$ cat src/rtl/img_crypt_pkg.sv
// Shared constants, FSM state type and PKCS#7 pad helper
// for the image block packer.
package img_crypt_pkg;

  localparam int BLOCK_BYTES = 16;
  localparam int BYTE_W      = 8;
  localparam int BLOCK_W     = 128;

  typedef enum logic [1:0] {
    FILL,
    OUT,
    OUT_PAD
  } state_e;

  // Fill every byte after 'slot' with the PKCS#7 pad
  // value (number of padded bytes = 15 - slot).
  function automatic logic [BLOCK_W-1:0] pkcs7_pad(
    input logic [BLOCK_W-1:0] blk,
    input logic [3:0]         slot
  );
    logic [BLOCK_W-1:0] r;
    logic [BYTE_W-1:0]  fill;
    r    = blk;
    fill = BYTE_W'(BLOCK_BYTES - 1 - int'(slot));
    for (int i = 0; i < BLOCK_BYTES; i++) begin
      if (i > int'(slot))
        r[BLOCK_W-1-BYTE_W*i -: BYTE_W] = fill;
    end
    return r;
  endfunction

endpackage

$ cat src/rtl/image_block_packer.sv
// Packs an image byte stream into 128-bit blocks, MSB first,
// with PKCS#7 padding on the final block.
// Ports: clk/rst (async, high); pix_* byte input with
// valid/ready/last; blk_* 128-bit block output with
// valid/ready/last.
module image_block_packer
  import img_crypt_pkg::*;
(
  input  logic               clk,
  input  logic               rst,
  input  logic [BYTE_W-1:0]  pix_data,
  input  logic               pix_valid,
  input  logic               pix_last,
  output logic               pix_ready,
  output logic [BLOCK_W-1:0] blk_data,
  output logic               blk_valid,
  output logic               blk_last,
  input  logic               blk_ready
);

  state_e             state_q;
  logic [3:0]         byte_cnt_q;
  logic               pad_pending_q;
  logic [BLOCK_W-1:0] blk_q;
  logic [BLOCK_W-1:0] blk_d;
  logic               valid_q;
  logic               last_q;
  logic               ready_q;
  logic               accept;
  logic               handshake;
  logic               at_end;

  assign accept    = pix_valid & ready_q;
  assign handshake = valid_q & blk_ready;
  assign at_end    = (byte_cnt_q == 4'd15);

  // Current byte dropped into its slot; padding applied
  // when the image ends before the block is full.
  always_comb begin
    blk_d = blk_q;
    for (int i = 0; i < BLOCK_BYTES; i++) begin
      if (byte_cnt_q == 4'(i))
        blk_d[BLOCK_W-1-BYTE_W*i -: BYTE_W] = pix_data;
    end
    if (pix_last && !at_end)
      blk_d = pkcs7_pad(blk_d, byte_cnt_q);
  end

  always_ff @(posedge clk or posedge rst) begin
    if (rst) begin
      state_q       <= FILL;
      byte_cnt_q    <= 4'd0;
      pad_pending_q <= 1'b0;
      blk_q         <= '0;
      valid_q       <= 1'b0;
      last_q        <= 1'b0;
      ready_q       <= 1'b0;
    end else begin
      unique case (state_q)
        FILL: begin
          ready_q <= 1'b1;
          if (accept) begin
            blk_q      <= blk_d;
            byte_cnt_q <= byte_cnt_q + 4'd1;
            if (pix_last || at_end) begin
              state_q       <= OUT;
              ready_q       <= 1'b0;
              valid_q       <= 1'b1;
              last_q        <= pix_last & ~at_end;
              pad_pending_q <= pix_last & at_end;
            end
          end
        end
        OUT: begin
          if (handshake) begin
            if (pad_pending_q) begin
              state_q <= OUT_PAD;
              blk_q   <= {BLOCK_BYTES{8'h10}};
              last_q  <= 1'b1;
            end else begin
              state_q    <= FILL;
              byte_cnt_q <= 4'd0;
              valid_q    <= 1'b0;
              last_q     <= 1'b0;
              ready_q    <= 1'b1;
            end
          end
        end
        OUT_PAD: begin
          if (handshake) begin
            state_q       <= FILL;
            byte_cnt_q    <= 4'd0;
            pad_pending_q <= 1'b0;
            valid_q       <= 1'b0;
            last_q        <= 1'b0;
            ready_q       <= 1'b1;
          end
        end
        default: state_q <= FILL;
      endcase
    end
  end

  assign pix_ready = ready_q;
  assign blk_data  = blk_q;
  assign blk_valid = valid_q;
  assign blk_last  = last_q;

endmodule

$ cat config.mk
export PLATFORM = sky130hd
export DESIGN_NAME = image_block_packer
export DESIGN_NICKNAME = d
export VERILOG_FILES = /design/src/rtl/img_crypt_pkg.sv /design/src/rtl/image_block_packer.sv
export SDC_FILE = /design/constraint.sdc
export NUM_CORES = 1
export LEC_CHECK = 0
export CAP_MARGIN = 20
export CORE_MARGIN = 3
export CORE_UTILIZATION = 57
export DETAILED_ROUTE_END_ITERATION = 12
export DONT_BUFFER_PORTS = 1
export GPL_TIMING_DRIVEN = 0
export PLACE_DENSITY_LB_ADDON = 0.25
export SETUP_SLACK_MARGIN = 0.2
export SYNTH_ARGS = -nofsm -noshare
export SYNTH_HDL_FRONTEND = slang
export SYNTH_SLANG_ARGS = --single-unit
export TNS_END_PERCENT = 100
$ cat constraint.sdc
create_clock -name clk -period 4.6 [get_ports clk]
set_clock_uncertainty 0.05 [all_clocks]
set_input_delay 0.46 -clock clk [delete_from_list [all_inputs] [get_ports clk]]
set_output_delay 0.46 -clock clk [all_outputs]
set_load 0.02 [all_outputs]
# Yosys cells after proc, flatten, opt, wreduce, memory -nomap -nowiden
# Cells that the tools add are included.
# W data, S select, Z words.
[totals] ff_bits=138 input_bits=13 out_inout_bits=131
[op_classes] add_sub_neg=2 n_lt_le_gt_ge=15 eq_ne=23 mux=67 bitwise_logic=5 n_reduce_logical=15
[op_table] cell="$mux W128" n=3
[op_table] cell="$pmux W128 S2" n=1
[op_table] cell="$mux W8" n=31
[op_table] cell="$mux W120" n=1
[op_table] cell="$eq A4 B4 Y1 const B" n=8
[op_table] cell="$gt A4 B4 Y1 const A" n=8
[op_table] cell="$eq A4 B3 Y1 const B" n=4
[op_table] cell="$gt A3 B4 Y1 const A" n=4
[op_table] cell="$mux W1" n=16
[op_table] cell="$mux W4" n=4
[op_table] cell="$reduce_and A4 Y1" n=4
[op_table] cell="$ne A2 B2 Y1 const B" n=6
[op_table] cell="$pmux W4 S3" n=1
[op_table] cell="$mux W2" n=5
[op_table] cell="$reduce_and A5 Y1" n=2
[op_table] cell="$pmux W1 S3" n=3
[op_table] cell="$eq A4 B2 Y1 const B" n=2
[op_table] cell="$gt A2 B4 Y1 const A" n=2
[op_table] cell="$pmux W2 S3" n=1
[op_table] cell="$reduce_and A6 Y1" n=1
[op_table] cell="$sub A4 B4 Y5 const A" n=1
[op_table] cell="$add A4 B1 Y4 const B" n=1
[op_table] cell="$and A1 B1 Y1" n=4
[op_table] cell="$eq A4 B1 Y1 const B" n=1
[op_table] cell="other kinds (12)" n=13

# Longest topological paths before layout
[depth] depth_word=6 ltp_mapped=9 depth_no_buf=6

# Worst setup path before layout
# OpenSTA, ideal clock, no wires.
[synth_path] path_type="reg2reg" start="register byte_cnt_q[0]" end="register blk_q[45], in the netlist blk_data[45]" arrival_time_ps=1852 required_ps=4428 setup_slack_ps=2577 path_stages_with_launch=10 path_buffers=3 synth_period_minus_slack_ps=2023 path_cell_list="dfrtp_1 buf_2 inv_1 ha_1 buf_2 clkbuf_1 nand2_1 a21oi_1 o31ai_1 a32o_1"
[synth_between] elab_chain_cells=6 elab_cells_between_ends=11
[synth_lines] item="start, declared" line_no="image_block_packer.sv:22" text="logic [3:0] byte_cnt_q;"
[synth_lines] item="start signal, assigned" line_no="image_block_packer.sv:64" text="byte_cnt_q <= byte_cnt_q + 4'd1;"
[synth_lines] item="parallel branches: the longest is 3 deep, another holds $sub A4 B4 Y5"
[synth_lines] item="$mux W120 *" line_no="image_block_packer.sv:45" text="if (pix_last && !at_end)"
[synth_lines] item="$mux W128 *" line_no="image_block_packer.sv:62" text="if (accept) begin"
[synth_lines] item="$pmux W128 S2 *" line_no="image_block_packer.sv:59" text="unique case (state_q)"
[synth_lines] item="end signal, assigned" line_no="image_block_packer.sv:63" text="blk_q <= blk_d;"
[synth_lines] item="end signal, assigned" line_no="image_block_packer.sv:78" text="blk_q <= {BLOCK_BYTES{8'h10}};"
[synth_lines] item="end, declared" line_no="image_block_packer.sv:24" text="logic [BLOCK_W-1:0] blk_q;"
# Every way passes the cells marked *. The select of a mux whose other input is x is not followed.
# A chain may end at the register's enable or synchronous reset.

# Worst setup path after layout
[layout_path] start="register byte_cnt_q[0]" end="register blk_q[47], in the netlist blk_data[47]"
# Same word-level chain as after synthesis.

==> summary.md <==
| Metric | Value |
|---|---|
| RD Place Congestion | about 1 |
| Outcome | finished clean |
| Crit-path leading delay family | buffers and inverters |
| HP Class | in -> reg |
| Starting Density | approximately 60% |
| PwrDens | roughly 760 mW/mm^2 |
| Net count after synthesis | approximately 730 |
| CTS tree | done |
| Max H-tree Level | 4 |
| CP startpoint | byte_cnt_q[0] |
| Post-synth EDFFs | 0 |
| Lkg Pwr | 3.55 nW |
| Most common cell after layout, fill and taps aside | dfrtp_1 |
| VDD IR max | between 0.3 and 0.4 mV |
| DP HPWL | 17700 um |
| Fraction of registers with async set/reset | 100% |
| CTS Sinks | 138 |
| Count of pins over their slew limit | 0 |
| Nets@finish | around 750 |
| Crit. End Element | flop |
| Post-CTS sizing | 0 |
| Via count | roughly 6400 |
| # setup viols final | 0 |
| Antenna violations before repair | 0 |
| Yosys top cell area share | between 40% and 50% |
| Inserted Diodes | 0 |
| Non-filler cells, final | around 910 |
| Leading cell types in the layout, fill and taps excluded | dfrtp_1 (138), a21oi_1 (61), nand2_1 (60) |
| Grt total ovfl | 0 |
| Root buffer selected by CTS | clkbuf_16 |
| DRC | 0 |
| Fmax | 352 MHz |
| Hold_buf cts | 1 |
| Dpl ws | around 1.9 ns |
| Die X | 118 um |
| Vias per cell | ~7.0 |
| Min Hold Slack | about 0.21 ns |
| Die H | roughly 120 um |
| WP buf/inv | 4 |
| Crit path cell chain | buf_2 -> inv_1 -> ha_1 -> buf_2 -> clkbuf_1 -> nand2_1 -> a21oi_1 -> o31ai_1 -> a32o_1 |
| Tmin final | roughly 2.8 ns |
| Cell count after synthesis | 707 |
| Routed WL per cell | 28.5 um |
| Worst setup SP type | flop |
| Fin crit share | between 60% and 70% |
| Hold_sp | pix_data[3] |
| Worst slew margin | 39.3% |
| Fraction of layout cells with a size suffix above 1 | approximately 15% |
| Unrepaired setup endpoints after global routing | false |
| Sequential share of the synthesized area | between 40% and 50% |
| Routed Antenna Nets | 0 |
| # port buffers | 0 |
| Worst-margin pin slew | around 0.91 ns |
| Synth Warn # | 0 |
| Worst endpoint required time | a little under 5 ns |
| Mapped cell area | around 0.007 mm^2 |
| Clock tree buffer depth | 2 |
| Fin. Hold Viols | 0 |
| Synth area leader | dfrtp_1 |
| Worst-path clk slew | roughly 0.06 ns |
| Row cnt | 40 |
| Cell mode on critical path | buf_2 |
| Post-CTS setup buffers | 0 |
| Cells after DPL | slightly below 900 |
| Vias in the first global route | about 6400 |
| Arr. time, crit path | around 3.1 ns |
| Crit path largest cell delay | around 0.45 ns |
| 1st-iter DRT viols | approximately 740 |
| Main synth FF type | dfrtp_1 |
| Routed wire length | 25800 um |
| Worst-Skew Late Latency | approximately 0.43 ns |
| Pre-antenna DRT Iters | 7 |
| All-layer global routing usage | between 30% and 40% |
| Syn Area/Cell | 10.1 um^2 |
| FF+latch count, synth | between 100 and 150 |
| Synth cell types | 74 |
| Worst setup margin | between 1.5 and 2 ns |
| CTS Buf Count | 17 |
| I/O Pins | 144 |
| Top cells by area, synth | dfrtp_1 (48%), a22o_1 (4.6%), a21oi_1 (4.3%) |
| Core area | around 0.012 mm^2 |
| Largest net degree at the start of global routing | 82 |
| Tot Pwr | a little over 6 mW |
| Layout area overhead | 11.6% |
| CP Class | reg -> reg |
| Worst r2r src | byte_cnt_q[0] |
| Die area | 0.0140 mm^2 |
| Crit path max-delay cell type | clkbuf_1 |
| CP Max Fanout | 10 |
| Max-cap violations | 0 |
| Final Util | between 60% and 70% |
| First-pass GRT wire length | slightly below 40000 um |
==> worst paths after layout <==
kind | depth (start not counted) | slack (ns) | end
max | 9 | 1.76 | blk_data[47]
min | 2 | 0.21 | blk_data[35]
max reg2reg | 9 | 1.76 | blk_data[47]
min reg2reg | 2 | 0.57 | state_q[1]
max in group asynchronous | 3 | 3.18 | blk_data[54]
min in group asynchronous | 2 | 0.53 | blk_data[86]
==> power by group <==
| part | switching, mW | internal [mW] | total [mW] |
|---|---|---|---|
| Combinational | 1.41 | 0.785 | 2.19 |
| Clock | 0.516 | 0.869 | 1.38 |
| Sequential | 0.884 | 1.64 | 2.52 |
| Total | 2.81 | 3.29 | 6.10 |
==> metal layers <==
metal  vias up  track usage (%)  share of wire [%]
met5         -                0                  0
met4         0             17.1                4.0
met3        76             12.8                 11
met2       465             57.2                 46
met1      3162             47.2                 39
li1       2680                -                  -
==> area by class of cell <==
class | count | area (um^2)
tap | 168 | 210
clock buffer | 21 | 460
clock inverter | 8 | 121
sequential | 138 | 3450
timing repair buffer | 2 | 37.5
inverter | 17 | 68.8
fill | 1002 | 4160
multi-input combinational | 478 | 3220
buffer | 74 | 427
==> metrics by stage <==
stage               TNS, ns  instance area (um^2)
detailed placement        0                  7410
global route              0                  8000
finish                    0                  8000
CTS                       0                  8000
global placement    -112.02                  7380
floorplan                 0                  7170
==> state kept, by name, summed over array words and instances, names as in the netlist <==
name	count
pix_ready	1
blk_data	128
blk_last	1
blk_valid	1
pad_pending_q	1
state_q	2
byte_cnt_q	4
==> cells in the mapped netlist (6+ instances only) <==
library cell	instances
a22oi_1	7
nand2_1	60
clkbuf_1	20
a22o_1	38
inv_1	16
o21ai_1	14
nor2_1	28
o2bb2ai_1	31
a32o_1	12
and3_1	6
a32oi_1	8
buf_6	9
buf_2	32
nand3_1	16
ha_1	8
buf_4	11
mux2i_1	15
o22ai_1	11
a21oi_1	61
dfrtp_1	138
o31ai_1	10
a21o_1	9
o21ai_0	47
==> logic make-up after synthesis <==
logic type | Yosys count | synth area share (%)
DFF | 138 | 48.2
AOI/OAI and AO/OA | 288 | 28.5
buffers and inverters | 91 | 6.84
muxes | 16 | 2.25
and+or+nand+nor | 166 | 12.8
adders and majority gates | 8 | 1.40
Power figures use the tool's default switching activity.
